===== src/rtl/mem_arb_pkg.sv =====
// Shared types and constants for the native memory-port arbiter.
package mem_arb_pkg;

  localparam int ADDR_W = 32;
  localparam int DATA_W = 32;
  localparam int STRB_W = 4;

  typedef enum logic {IDLE = 1'b0, BUSY = 1'b1} state_t;

  typedef struct packed {
    logic              instr;
    logic [ADDR_W-1:0] addr;
    logic [DATA_W-1:0] wdata;
    logic [STRB_W-1:0] wstrb;
  } mem_req_t;

  // Width needed to index n items; never below 1 so a 1-bit pointer exists for n<=2.
  function automatic int clog2(input int n);
    for (int w = 1; w < 32; w++)
      if ((1 << w) >= n) return w;
    return 32;
  endfunction

endpackage


===== src/rtl/mem_rr_picker.sv =====
// Combinational round-robin picker: first set request at or above ptr, wrapping.
module mem_rr_picker
  import mem_arb_pkg::*;
#(
  parameter int NREQ = 2,
  parameter int PW   = clog2(NREQ)
) (
  input  logic [NREQ-1:0] req,
  input  logic [PW-1:0]   ptr,
  output logic [NREQ-1:0] pick,
  output logic            valid
);

  // Scan by distance from ptr so every index stays a constant; works for non-power-of-2 NREQ.
  always_comb begin
    pick  = '0;
    valid = 1'b0;
    for (int k = 0; k < NREQ; k++)
      for (int i = 0; i < NREQ; i++)
        if (!valid && req[i] && (((i - int'(ptr)) + NREQ) % NREQ) == k) begin
          pick[i] = 1'b1;
          valid   = 1'b1;
        end
  end

endmodule


===== src/rtl/mem_port_arbiter.sv =====
// Round-robin sharing of one picorv32-style memory port, one transaction per grant,
// with a sticky wait watchdog and a sticky early-drop protocol flag.
module mem_port_arbiter
  import mem_arb_pkg::*;
#(
  parameter int NREQ     = 2,
  parameter int MAX_WAIT = 16,
  parameter int WCNT_W   = 5
) (
  input  logic                     clk,
  input  logic                     reset,
  input  logic [NREQ-1:0]          req_valid,
  input  logic [NREQ-1:0]          req_instr,
  input  logic [ADDR_W*NREQ-1:0]   req_addr,
  input  logic [DATA_W*NREQ-1:0]   req_wdata,
  input  logic [STRB_W*NREQ-1:0]   req_wstrb,
  output logic [NREQ-1:0]          req_ready,
  output logic [DATA_W-1:0]        req_rdata,
  output logic                     mem_valid,
  output logic                     mem_instr,
  output logic [ADDR_W-1:0]        mem_addr,
  output logic [DATA_W-1:0]        mem_wdata,
  output logic [STRB_W-1:0]        mem_wstrb,
  input  logic                     mem_ready,
  input  logic [DATA_W-1:0]        mem_rdata,
  output logic [NREQ-1:0]          grant,
  output logic                     busy,
  output logic                     timeout,
  output logic                     proto_err
);

  localparam int PW = clog2(NREQ);
  localparam logic [WCNT_W-1:0] WMAX  = WCNT_W'(MAX_WAIT);
  localparam logic [WCNT_W-1:0] WLAST = WCNT_W'(MAX_WAIT - 1);

  state_t              state, state_nx;
  logic [NREQ-1:0]     grant_nx, pick;
  logic [PW-1:0]       rr_ptr, ptr_nx, g_idx, ptr_adv;
  logic [WCNT_W-1:0]   wait_cnt, wcnt_nx;
  logic                tmo_nx, perr_nx, pick_vld, g_valid;
  mem_req_t            reqs [NREQ];
  mem_req_t            sel;

  for (genvar i = 0; i < NREQ; i++) begin : g_unpack
    assign reqs[i] = '{instr: req_instr[i],
                       addr:  req_addr[ADDR_W*i +: ADDR_W],
                       wdata: req_wdata[DATA_W*i +: DATA_W],
                       wstrb: req_wstrb[STRB_W*i +: STRB_W]};
  end

  mem_rr_picker #(.NREQ(NREQ), .PW(PW)) u_pick (
    .req   (req_valid),
    .ptr   (rr_ptr),
    .pick  (pick),
    .valid (pick_vld)
  );

  always_comb begin
    sel     = '0;
    g_idx   = '0;
    g_valid = 1'b0;
    for (int i = 0; i < NREQ; i++)
      if (grant[i]) begin
        sel     = reqs[i];
        g_idx   = PW'(i);
        g_valid = req_valid[i];
      end
  end

  assign ptr_adv   = (int'(g_idx) == NREQ - 1) ? '0 : g_idx + PW'(1);
  assign busy      = (state == BUSY);
  assign mem_valid = busy & g_valid;
  assign mem_instr = busy ? sel.instr : 1'b0;
  assign mem_addr  = busy ? sel.addr  : '0;
  assign mem_wdata = busy ? sel.wdata : '0;
  assign mem_wstrb = busy ? sel.wstrb : '0;
  assign req_ready = busy ? (grant & {NREQ{mem_ready}}) : '0;
  assign req_rdata = mem_rdata;

  always_comb begin
    state_nx = state;
    grant_nx = grant;
    ptr_nx   = rr_ptr;
    wcnt_nx  = wait_cnt;
    tmo_nx   = timeout;
    perr_nx  = proto_err;
    case (state)
      IDLE: if (pick_vld) begin
        state_nx = BUSY;
        grant_nx = pick;
      end
      BUSY: if (mem_ready || !g_valid) begin
        // Completion and early-drop abort both release the port the same way.
        state_nx = IDLE;
        grant_nx = '0;
        ptr_nx   = ptr_adv;
        wcnt_nx  = '0;
        if (!mem_ready) perr_nx = 1'b1;
      end else begin
        if (wait_cnt != WMAX)  wcnt_nx = wait_cnt + WCNT_W'(1);
        if (wait_cnt == WLAST) tmo_nx  = 1'b1;
      end
      default: state_nx = IDLE;
    endcase
  end

  always_ff @(posedge clk or posedge reset) begin
    if (reset) begin
      state     <= IDLE;
      grant     <= '0;
      rr_ptr    <= '0;
      wait_cnt  <= '0;
      timeout   <= 1'b0;
      proto_err <= 1'b0;
    end else begin
      state     <= state_nx;
      grant     <= grant_nx;
      rr_ptr    <= ptr_nx;
      wait_cnt  <= wcnt_nx;
      timeout   <= tmo_nx;
      proto_err <= perr_nx;
    end
  end

endmodule


===== config.mk =====
export PLATFORM = sky130hd
export DESIGN_NAME = mem_port_arbiter
export DESIGN_NICKNAME = d
export VERILOG_FILES = /design/src/rtl/mem_arb_pkg.sv /design/src/rtl/mem_rr_picker.sv /design/src/rtl/mem_port_arbiter.sv
export SDC_FILE = /design/constraint.sdc
export NUM_CORES = 1
export LEC_CHECK = 0
export BUFFER_PORTS_ARGS = -buffer_cell sky130_fd_sc_hd__buf_2
export CORE_AREA = 2 2 112 114
export CTS_BUF_LIST = sky130_fd_sc_hd__clkbuf_4 sky130_fd_sc_hd__clkbuf_8 sky130_fd_sc_hd__clkbuf_16
export CTS_CLUSTER_DIAMETER = 60
export CTS_CLUSTER_SIZE = 24
export DETAILED_ROUTE_END_ITERATION = 8
export DIE_AREA = 0 0 114 116
export GPL_TIMING_DRIVEN = 0
export PLACE_DENSITY = 0.48
export SYNTH_ARGS = -nofsm -noshare
export SYNTH_HDL_FRONTEND = slang
export SYNTH_SLANG_ARGS = --single-unit

===== constraint.sdc =====
create_clock -name clk -period 1.55 [get_ports clk]
set_input_delay 0.155 -clock clk [delete_from_list [all_inputs] [get_ports clk]]
set_output_delay 0.155 -clock clk [all_outputs]
set_load 0.05 [all_outputs]

==> results.yml <==
sta:
  rsz0062_at_grt: "yes"
  drv_slew: 0
  fin_worst_skew_ns: 0.005468
  setup_viol: 69
  setup_ws_ns: -0.1593
  fmax_mhz: 585.0
  fin_crit_ns: 1.709
  tightestPinTransition_ns: 0.4574
  fin_crit_sh: 1.103
  relSlewSlack: 0.6948
  hold_violations: 0
setup_path:
  reg2reg_depth: 5
  critPathLaunch: "busy"
  cp_num_buf_inv: 4
  path_depth: 7
  crit_family: "buffers and inverters"
  critPathLaunchType: "flip-flop"
  path_class: "flip-flop to primary output"
  cpPeakStageDelay_ns: 0.41
  arrival_ns: 1.55
  required_ns: 1.39
  r2r_start: "grant[1]"
  cp-end-kind: "primary output"
  rrSetupSlack_ns: 0.05
  endpoint: "mem_wdata[10]"
  slowest_stage: "dfrtp_2"
  path_common_cell: "buf_12"
  timing.rr.end: "rr_ptr"
  crit_chain: "buf_12 > nand2_4 > nor2_4 > buf_12 > buf_12 > a22o_4 > buf_8"
  critPathMaxFanout: 10
power:
  p_switching_mw: 4.317
  p_leak_nw: 2.411
  power_mw: 8.373
  p_sw_frac: 0.5156
  ir_worst_vdd_mv: 0.8666
  power_frac_clock: 0.057
  p_int_mw: 4.056
  power_frac_seq: 0.049
  power_frac_comb: 0.893
  power.density_mw_per_mm2: 1854
route:
  avgViaCountPerCell: 4.182
  vias: 2576
  routed_wl_mm: 9.224
  drc: 0
  postRouteAntennaNets: 0
  drt_iter0_drc: 67
  dr.pass1.iters: 4
  wl_per_cell_um: 14.97
floorplan:
  die_h_um: 116
  die-width_um: 114
  fp.dieArea_mm2: 0.01322
  initial_core_util: 0.1361
  io_pins: 284
  rows: 40
  core_area_mm2: 0.01191
yosys:
  syn_area_per_cell_um2: 8.490
  synth-edff-count: 0
  synth_area_mm2: 0.001622
  synth_cell_types: 33
  yosys_warnings: 0
  synthCells: 191
  ys.flop_type: "dfrtp_1"
  async_reset_ff_frac: 1.000
  yosysTopAreaCellShare: 0.3511
  synth_area_leaders: "a22o_1 (35%), dfrtp_1 (17%), buf_4 (16%), buf_6 (3.5%), buf_2 (2.8%)"
  ys_seq_area_frac: 0.1698
  synth_nets: 369
  synth-seq-cells: 11
  yosysMostFrequentCell: "a22o_1"
  synthTopCellsByCount: "a22o_1 (65), buf_4 (34), dfrtp_1 (11)"
  synth_top_area_cell: "a22o_1"
clock_tree:
  cts_buffer_depth: 2
  worstSkewPairLatency_ns: 0.24
  cts-root-buf: "clkbuf_16"
  cts-buffers-inserted: 3
  cts.sinks: 11
  htree_levels: 1
  cts_tree: "yes"
  cts.clk_slew.worst_paths_ns: 0.04
grt:
  antenna_found_initial: 2
  grt_pass1_vias: 2522
  grtUsageTotal: 0.1182
  grt_pass1_wl_mm: 12.63
  overflow: 0
  grt_max_degree: 12
layout:
  fin_cells: 616
  final_area_mm2: 0.004517
  area_growth_pct: 178.5
  drive_above_1_share: 0.8844
  fin_util: 0.3792
  finalNetCount: 646
place:
  place_area_mm2: 0.003422
  io_buffers: 251
  dp.cells: 589
  dp_hpwl_mm: 7.179
  gp_congestion: 0.8027
outcome:
  status: "finished, violations left"
  failed_checks: "setup timing"
hold_path:
  hold_path_class: "primary input to flip-flop"
  holdPathStages: 3
  holdCritStartpoint: "req_valid[0]"
job:
  drv_cap: 0
-- worst register-to-register path: stages, from the launching register on --
cell and delay, ns:
dfrtp_2 0.40, buf_6 0.13, buf_6 0.12, and3b_2 0.24, nor3_4 0.32, mux2i_1 0.22
-- worst min-delay path by stage --
stage	to	slack [ns]
6_report	busy	0.28
5_1_grt	busy	0.29
4_1_cts	busy	0.25
3_5_place_dp	proto_err	0.19
3_3_place_gp	proto_err	0.18
2_1_floorplan	grant[1]	0.007
-- power by group through the flow --
stage	clock, mW	combinational (mW)	sequential, mW
after global placement	0	5.37	0.445
after CTS	0.490	7.39	0.412
after detailed placement	0	5.39	0.443
after floorplan	0	4.26	0.496
final	0.480	7.48	0.413
after global routing	0.509	7.78	0.425
-- through the flow --
stage | TNS, ns | hold slack, ns | setup WS (ns)
floorplan | -1.168 | 0.007303 | -0.06877
global placement | -15.77 | 0.1783 | -0.3429
detailed placement | -14.11 | 0.1857 | -0.2995
CTS | -8.705 | 0.2469 | -0.1644
global route | -10.84 | 0.2925 | -0.1923
finish | -8.298 | 0.2784 | -0.1593
-- state kept, by name, indices dropped and copies added, names as in the netlist --
signal,count
wait_cnt,5
grant,2
busy,1
proto_err,1
rr_ptr,1
timeout,1
-- cell usage in the layout (no fill, tap or decap), types with 3 or more instances in the layout --
master,n
a21oi_1,3
a22o_2,22
a22o_4,43
a22oi_2,4
buf_12,12
buf_2,180
buf_4,47
buf_6,63
buf_8,15
clkbuf_16,3
dfrtp_1,8
dfrtp_2,3
ha_1,3
inv_1,7
nand2_1,6
nor2_2,5
o21ai_0,5
-- cells by family (layout without fill, tap and decap cells) --
family	count (synthesis)	in the layout	synth area share
AOI/OAI and AO/OA	86	86	0.4375
adders and majority gates	3	3	0.02315
buffers and inverters	58	334	0.2431
DFF	11	11	0.1698
muxes	2	2	0.01235
other	0	2	0
and+or+nand+nor	31	31	0.1142
-- repair_timing --
| item | in CTS | in global routing |
|---|---|---|
| gates resized for setup | 217 | 13 |
| endpoints found under the hold margin | 11 | 0 |
| pin swaps | 4 | 4 |
| gates cloned | 4 | 0 |
| buffers inserted | 17 | 2 |
| hold buffers | 1 | 0 |
| endpoints found under the setup margin | 70 | 79 |
-- metal layers --
layer | global-route usage | wire, µm | part of all wire
met1 | 0.1365 | 3392 | 0.37
met4 | 0.004878 | 0 | 0
met5 | 0 | 0 | 0
met3 | 0.02301 | 722 | 0.078
met2 | 0.2353 | 5110 | 0.55
-- final cells by class --
class,instances,area (µm²)
diodes,2,5.005
plain buffers,48,514.2
clock buffers,4,82.58
fillers,1181,7395
inverters,8,30.03
multi-input cells,122,1421
flip-flops and latches,11,279.0
well taps,147,183.9
repair buffers,274,2001
No activity file was read; power rests on OpenSTA's default activity.
